**config.mk**
```make
export PLATFORM = sky130hd
export DESIGN_NAME = traffic_light_ctrl
export DESIGN_NICKNAME = d
export VERILOG_FILES = /design/src/rtl/traffic_light_pkg.sv /design/src/rtl/traffic_light_ctrl_seg7_decoder.sv /design/src/rtl/traffic_light_ctrl.sv
export SDC_FILE = /design/constraint.sdc
export NUM_CORES = 1
export LEC_CHECK = 0
export BUFFER_PORTS_ARGS = -buffer_cell sky130_fd_sc_hd__buf_4
export CAP_MARGIN = 20
export CORE_UTILIZATION = 45
export CTS_CLUSTER_SIZE = 10
export DETAILED_ROUTE_END_ITERATION = 8
export GPL_TIMING_DRIVEN = 0
export PLACE_DENSITY_LB_ADDON = 0.12
export SLEW_MARGIN = 20
export SYNTH_ARGS = -nofsm -noshare
export SYNTH_HDL_FRONTEND = slang
export SYNTH_SLANG_ARGS = --single-unit
export TNS_END_PERCENT = 30
```
**constraint.sdc**
```tcl
create_clock -name clk -period 4.16 [get_ports clk]
set_clock_uncertainty 0.2 [all_clocks]
set_input_delay 0.624 -clock clk [delete_from_list [all_inputs] [get_ports clk]]
set_output_delay 0.624 -clock clk [all_outputs]
set_load 0.05 [all_outputs]
```
**src/rtl/traffic_light_pkg.sv**
```systemverilog
// Shared types and constants for the traffic-light controller:
// lamp phase encoding and the 7-segment glyph table.
package traffic_light_pkg;

   typedef enum logic [1:0] {GREEN, YELLOW, RED} light_state_t;

   localparam logic [7:0] SEG_BLANK = 8'h00;

   // Index n holds the {dp,g,f,e,d,c,b,a} pattern for digit n
   localparam logic [9:0][7:0] SEG_TABLE = {
      8'h6F, 8'h7F, 8'h07, 8'h7D, 8'h6D,
      8'h66, 8'h4F, 8'h5B, 8'h06, 8'h3F
   };

endpackage

```
**src/rtl/traffic_light_ctrl_seg7_decoder.sv**
```systemverilog
// Single-digit 7-segment encoder; non-decimal inputs render as blank.
module seg7_decoder
   import traffic_light_pkg::*;
(
   input  logic [3:0] digit,
   output logic [7:0] seg
);

   always_comb begin
      seg = SEG_BLANK;
      if (digit < 4'd10) seg = SEG_TABLE[digit];
   end

endmodule

```
**src/rtl/traffic_light_ctrl.sv**
```systemverilog
// Fixed-cycle GREEN -> YELLOW -> RED controller with a per-second prescaler
// and a two-digit countdown display of the seconds left in the current phase.
module traffic_light_ctrl
   import traffic_light_pkg::*;
#(
   parameter int unsigned pSECOND_CNT_VALUE = 99,
   parameter int unsigned pGREEN_INIT_VAL   = 14,
   parameter int unsigned pYELLOW_INIT_VAL  = 2,
   parameter int unsigned pRED_INIT_VAL     = 17
) (
   input  logic            clk,
   input  logic            rst_n,
   input  logic            en,
   output logic            green_light,
   output logic            yellow_light,
   output logic            red_light,
   output logic [1:0][7:0] display_led
);

   localparam int unsigned PW = (pSECOND_CNT_VALUE == 0) ? 1 : $clog2(pSECOND_CNT_VALUE + 1);
   localparam logic [PW-1:0] PRESC_TC = PW'(pSECOND_CNT_VALUE);
   localparam logic [6:0] GREEN_INIT  = 7'(pGREEN_INIT_VAL);
   localparam logic [6:0] YELLOW_INIT = 7'(pYELLOW_INIT_VAL);
   localparam logic [6:0] RED_INIT    = 7'(pRED_INIT_VAL);

   light_state_t  state_q, state_d;
   logic [6:0]    sec_cnt_q, sec_cnt_d;
   logic [PW-1:0] presc_q, presc_d;
   logic          tick;
   logic [2:0]    lamps_d;
   logic [3:0]    tens, units;

   always_ff @(posedge clk or negedge rst_n) begin
      if (!rst_n) begin
         state_q      <= GREEN;
         sec_cnt_q    <= GREEN_INIT;
         presc_q      <= '0;
         green_light  <= 1'b1;
         yellow_light <= 1'b0;
         red_light    <= 1'b0;
      end else begin
         state_q      <= state_d;
         sec_cnt_q    <= sec_cnt_d;
         presc_q      <= presc_d;
         green_light  <= lamps_d[2];
         yellow_light <= lamps_d[1];
         red_light    <= lamps_d[0];
      end
   end

   // Lamps are decoded from the next state so they register on the same edge as the state
   always_comb begin
      tick      = en && (presc_q == PRESC_TC);
      presc_d   = presc_q;
      state_d   = state_q;
      sec_cnt_d = sec_cnt_q;
      lamps_d   = 3'b100;

      if (en) presc_d = tick ? '0 : presc_q + 1'b1;

      if (tick) begin
         if (sec_cnt_q != '0) begin
            sec_cnt_d = sec_cnt_q - 7'd1;
         end else begin
            case (state_q)
               GREEN:   begin state_d = YELLOW; sec_cnt_d = YELLOW_INIT; end
               YELLOW:  begin state_d = RED;    sec_cnt_d = RED_INIT;    end
               RED:     begin state_d = GREEN;  sec_cnt_d = GREEN_INIT;  end
               default: begin state_d = GREEN;  sec_cnt_d = GREEN_INIT;  end
            endcase
         end
      end

      case (state_d)
         GREEN:   lamps_d = 3'b100;
         YELLOW:  lamps_d = 3'b010;
         RED:     lamps_d = 3'b001;
         default: lamps_d = 3'b100;
      endcase
   end

   assign tens  = 4'(sec_cnt_q / 7'd10);
   assign units = 4'(sec_cnt_q % 7'd10);

   seg7_decoder u_tens (
      .digit (tens),
      .seg   (display_led[1])
   );

   seg7_decoder u_units (
      .digit (units),
      .seg   (display_led[0])
   );

endmodule

```
==> key figures <==
CTS
  • Clock sink count: 19
  • CTS max path bufs: 2
  • Skew-Pair Late Insertion Delay: 250 ps
  • TritonCTS clock tree: yes
  • Clock Root Buffer: clkbuf_8
  • # H-tree levels: 1
  • Total CTS buffers: 3
  • Worst-path clk slew: 70 ps

Route
  • Drt total wl: 4630 um
  • Final ANT Viol Nets: 0
  • # DRC: 0
  • First DRT Iteration DRCs: 103
  • Routed WL per cell: 14.6 um
  • DR pass1 iterations: 4
  • Via/cell ratio: 5.64
  • Routed vias: 1788

STA
  • Final setup violation count: 7
  • Setup ws final: -145 ps
  • Pins over their slew limit: 0
  • Final Critical Period: 4310 ps
  • Final worst path period share: 1.03
  • Final hold viol count: 0
  • Slew @ Worst Pin: 910 ps
  • Slew margin rel.: 0.394
  • Unrepaired setup endpoints after global routing: yes
  • Fmax: 232 MHz

Critical path
  • Crit end category: output port
  • CP required: 3340 ps
  • Critical path arrival: 3480 ps
  • Critical path class: reg -> out
  • Startpoint types: flip-flop
  • Critical Path Fanout Max: 9

Global route
  • Antenna violations before repair: 0
  • Tot GR Track Use: 0.218
  • Vias in the first global route: 1609
  • Largest net degree at the start of global routing: 20
  • First-pass GRT wire length: 7510 um
  • Grt ovf: 0

Power and ir drop
  • Net Sw Frac: 0.278
  • Tot Pwr: 0.428 mW
  • Psw: 0.119 mW
  • Sequential share of power: 0.554
  • Pleak: 1.08 nW
  • Int Pwr: 0.309 mW
  • Pwr/cell area: 169 nW/um2
  • VDD IR max: 299 uV
  • Clock share of power: 0.292
  • Comb power frac: 0.154

Synthesis
  • Yosys cell types: 61
  • Avg Synthesized Cell Area: 8.53 um2
  • Mapped Cells: 223
  • Cell taking the most area after synthesis: dfrtp_1
  • Post-Synth Adder-Cell Area: 0.0920
  • Synth cell count leaders: nor2_1, nand2_1, dfrtp_1
  • Simple-gate portion of the synthesized area: 0.241
  • Mux contribution to synthesized area: 0.0381
  • Synth top area share: 0.197
  • Main combinational cell family by area after synthesis: simple AND/OR/NAND/NOR gates
  • Number of synthesized flops with an enable pin: 0
  • Fraction of registers with async set or reset after synthesis: 1.00
  • Top cells by area, synth: dfrtp_1, ha_1, dfstp_2
  • Top-count cell post-synth: nor2_1
  • Area of the mapped netlist: 1900 um2
  • Compound-Gate Fraction of Synth Area: 0.235
  • Synthesized flop and latch total: 19
  • Synth Warn #: 0
  • Sequential area share after synthesis: 0.252
  • Post-synth top flop: dfrtp_1
  • Synth Area in XOR/XNOR: 0.0408

Floorplanning
  • Core area: 4030 um2
  • # IOs: 22
  • Vert. Die Dim: 67.0 um
  • Die width: 67.0 um
  • Die ar.: 4490 um2
  • Starting Density: 0.472
  • # rows: 23

Place
  • RePlAce Congestion: 0.887
  • Post-DP HPWL: 3050 um
  • Port Buffer Count: 19
  • Post-DP Area: 2120 um2

Outcome
  • Failing checks: setup timing
  • Status: complete, but fails checks

Layout
  • Antenna cells: 0
  • Share of cells above drive strength 1: 0.352
  • Fin area: 2540 um2
  • Final Net Count: 285
  • Layout area overhead: 33.6%
  • Final Util: 0.631

Run
  • Max Cap Violations: 0

Min path
  • Hold WC Path Type: in -> async
[layout make-up]
cell class	instances	area, um2
inverter	13	53.8
sequential	19	480
tap	50	62.6
timing repair buffer	39	353
clock inverter	1	5.00
buffer	17	166
fill	348	1490
multi-input combinational	175	1380
clock buffer	3	41.3
[what timing repair did]
item                       in CTS  in global routing
cloned                          0                  0
setup endpoints to repair      13                 13
hold buffers                    0                  0
pin swaps                       9                 15
resized for setup              26                 29
setup buffers                  17                  4
[sequential cells by signal, indices dropped and copies added (netlist names)]
register and count:
red_light 1, yellow_light 1, green_light 1, state_q 2
presc_q 7, sec_cnt_q 7
[worst paths after layout]
kind / endpoint / slack [ps] / start / cells past startpoint
worst min register to register: presc_q[4] / 300 / presc_q[4] / 1
worst max register to register: green_light / 1590 / sec_cnt_q[5] / 10
min in group clk: presc_q[4] / 300 / presc_q[4] / 1
worst min-delay path: presc_q[4] / 30 / rst_n / 1
worst max-delay path: display_led[3] / -150 / sec_cnt_q[6] / 17
max in group asynchronous: sec_cnt_q[1] / 3470 / rst_n / 1
[cell families after synthesis]
logic type,count (synthesis)
multiplexers,7
flip-flops,19
AND/OR/NAND/NOR,81
XOR/XNOR,8
other,1
buffers and inverters,30
adder cells (fa/ha/maj),14
AO/OA/AOI/OAI,63
[layer usage]
layer | part of all wire | GRT usage
met1 | 0.45 | 0.286
met2 | 0.50 | 0.364
met3 | 0.033 | 0.0445
met4 | 0.014 | 0.0479
met5 | 0 | 0
[worst max-delay path: stages (launching register included)]
cell      delay [ps]
dfrtp_1          370
buf_6            140
buf_8            120
buf_4            170
xnor2_1          160
a22oi_2          280
ha_4             200
inv_4             40
o211ai_1         110
nand3_1          180
a221oi_4         350
buf_6            170
xnor2_4          120
inv_2             70
ha_4             260
nor2_2            40
a311oi_2         230
buf_6            200
[placed cells by master, fill, tap and decap left out, types with 5 or more instances in the layout]
master	netlist	final
mux2i_1	5	5
buf_6	3	23
nand2_1	17	17
nor3_1	5	5
nor2_1	20	16
o21ai_1	5	7
buf_4	5	25
a31oi_1	6	6
nor2b_1	7	6
o21ai_0	12	9
a21oi_1	12	12
inv_1	13	10
dfrtp_1	15	15
xnor2_1	6	6
ha_1	14	10
[power by group through the flow]
stage	Clock, mW	Sequential [mW]	Combinational (mW)
after global placement	0	0.240	0.0647
after global routing	0.139	0.242	0.0759
after floorplan	0	0.234	0.0532
final	0.125	0.237	0.0661
after CTS	0.129	0.237	0.0665
after detailed placement	0	0.240	0.0665
[per-stage QoR]
step / std cells / worst slack (ps) / hold slack, ps / setup TNS, ps
finish: 317 / -145 / 28.7 / -506
global route: 317 / -287 / 36.0 / -1860
CTS: 314 / -170 / 32.2 / -740
detailed placement: 293 / -221 / 291 / -582
global placement: 293 / -236 / 284 / -683
floorplan: 224 / -107 / 128 / -242
(Power assumes the default switching activity.)
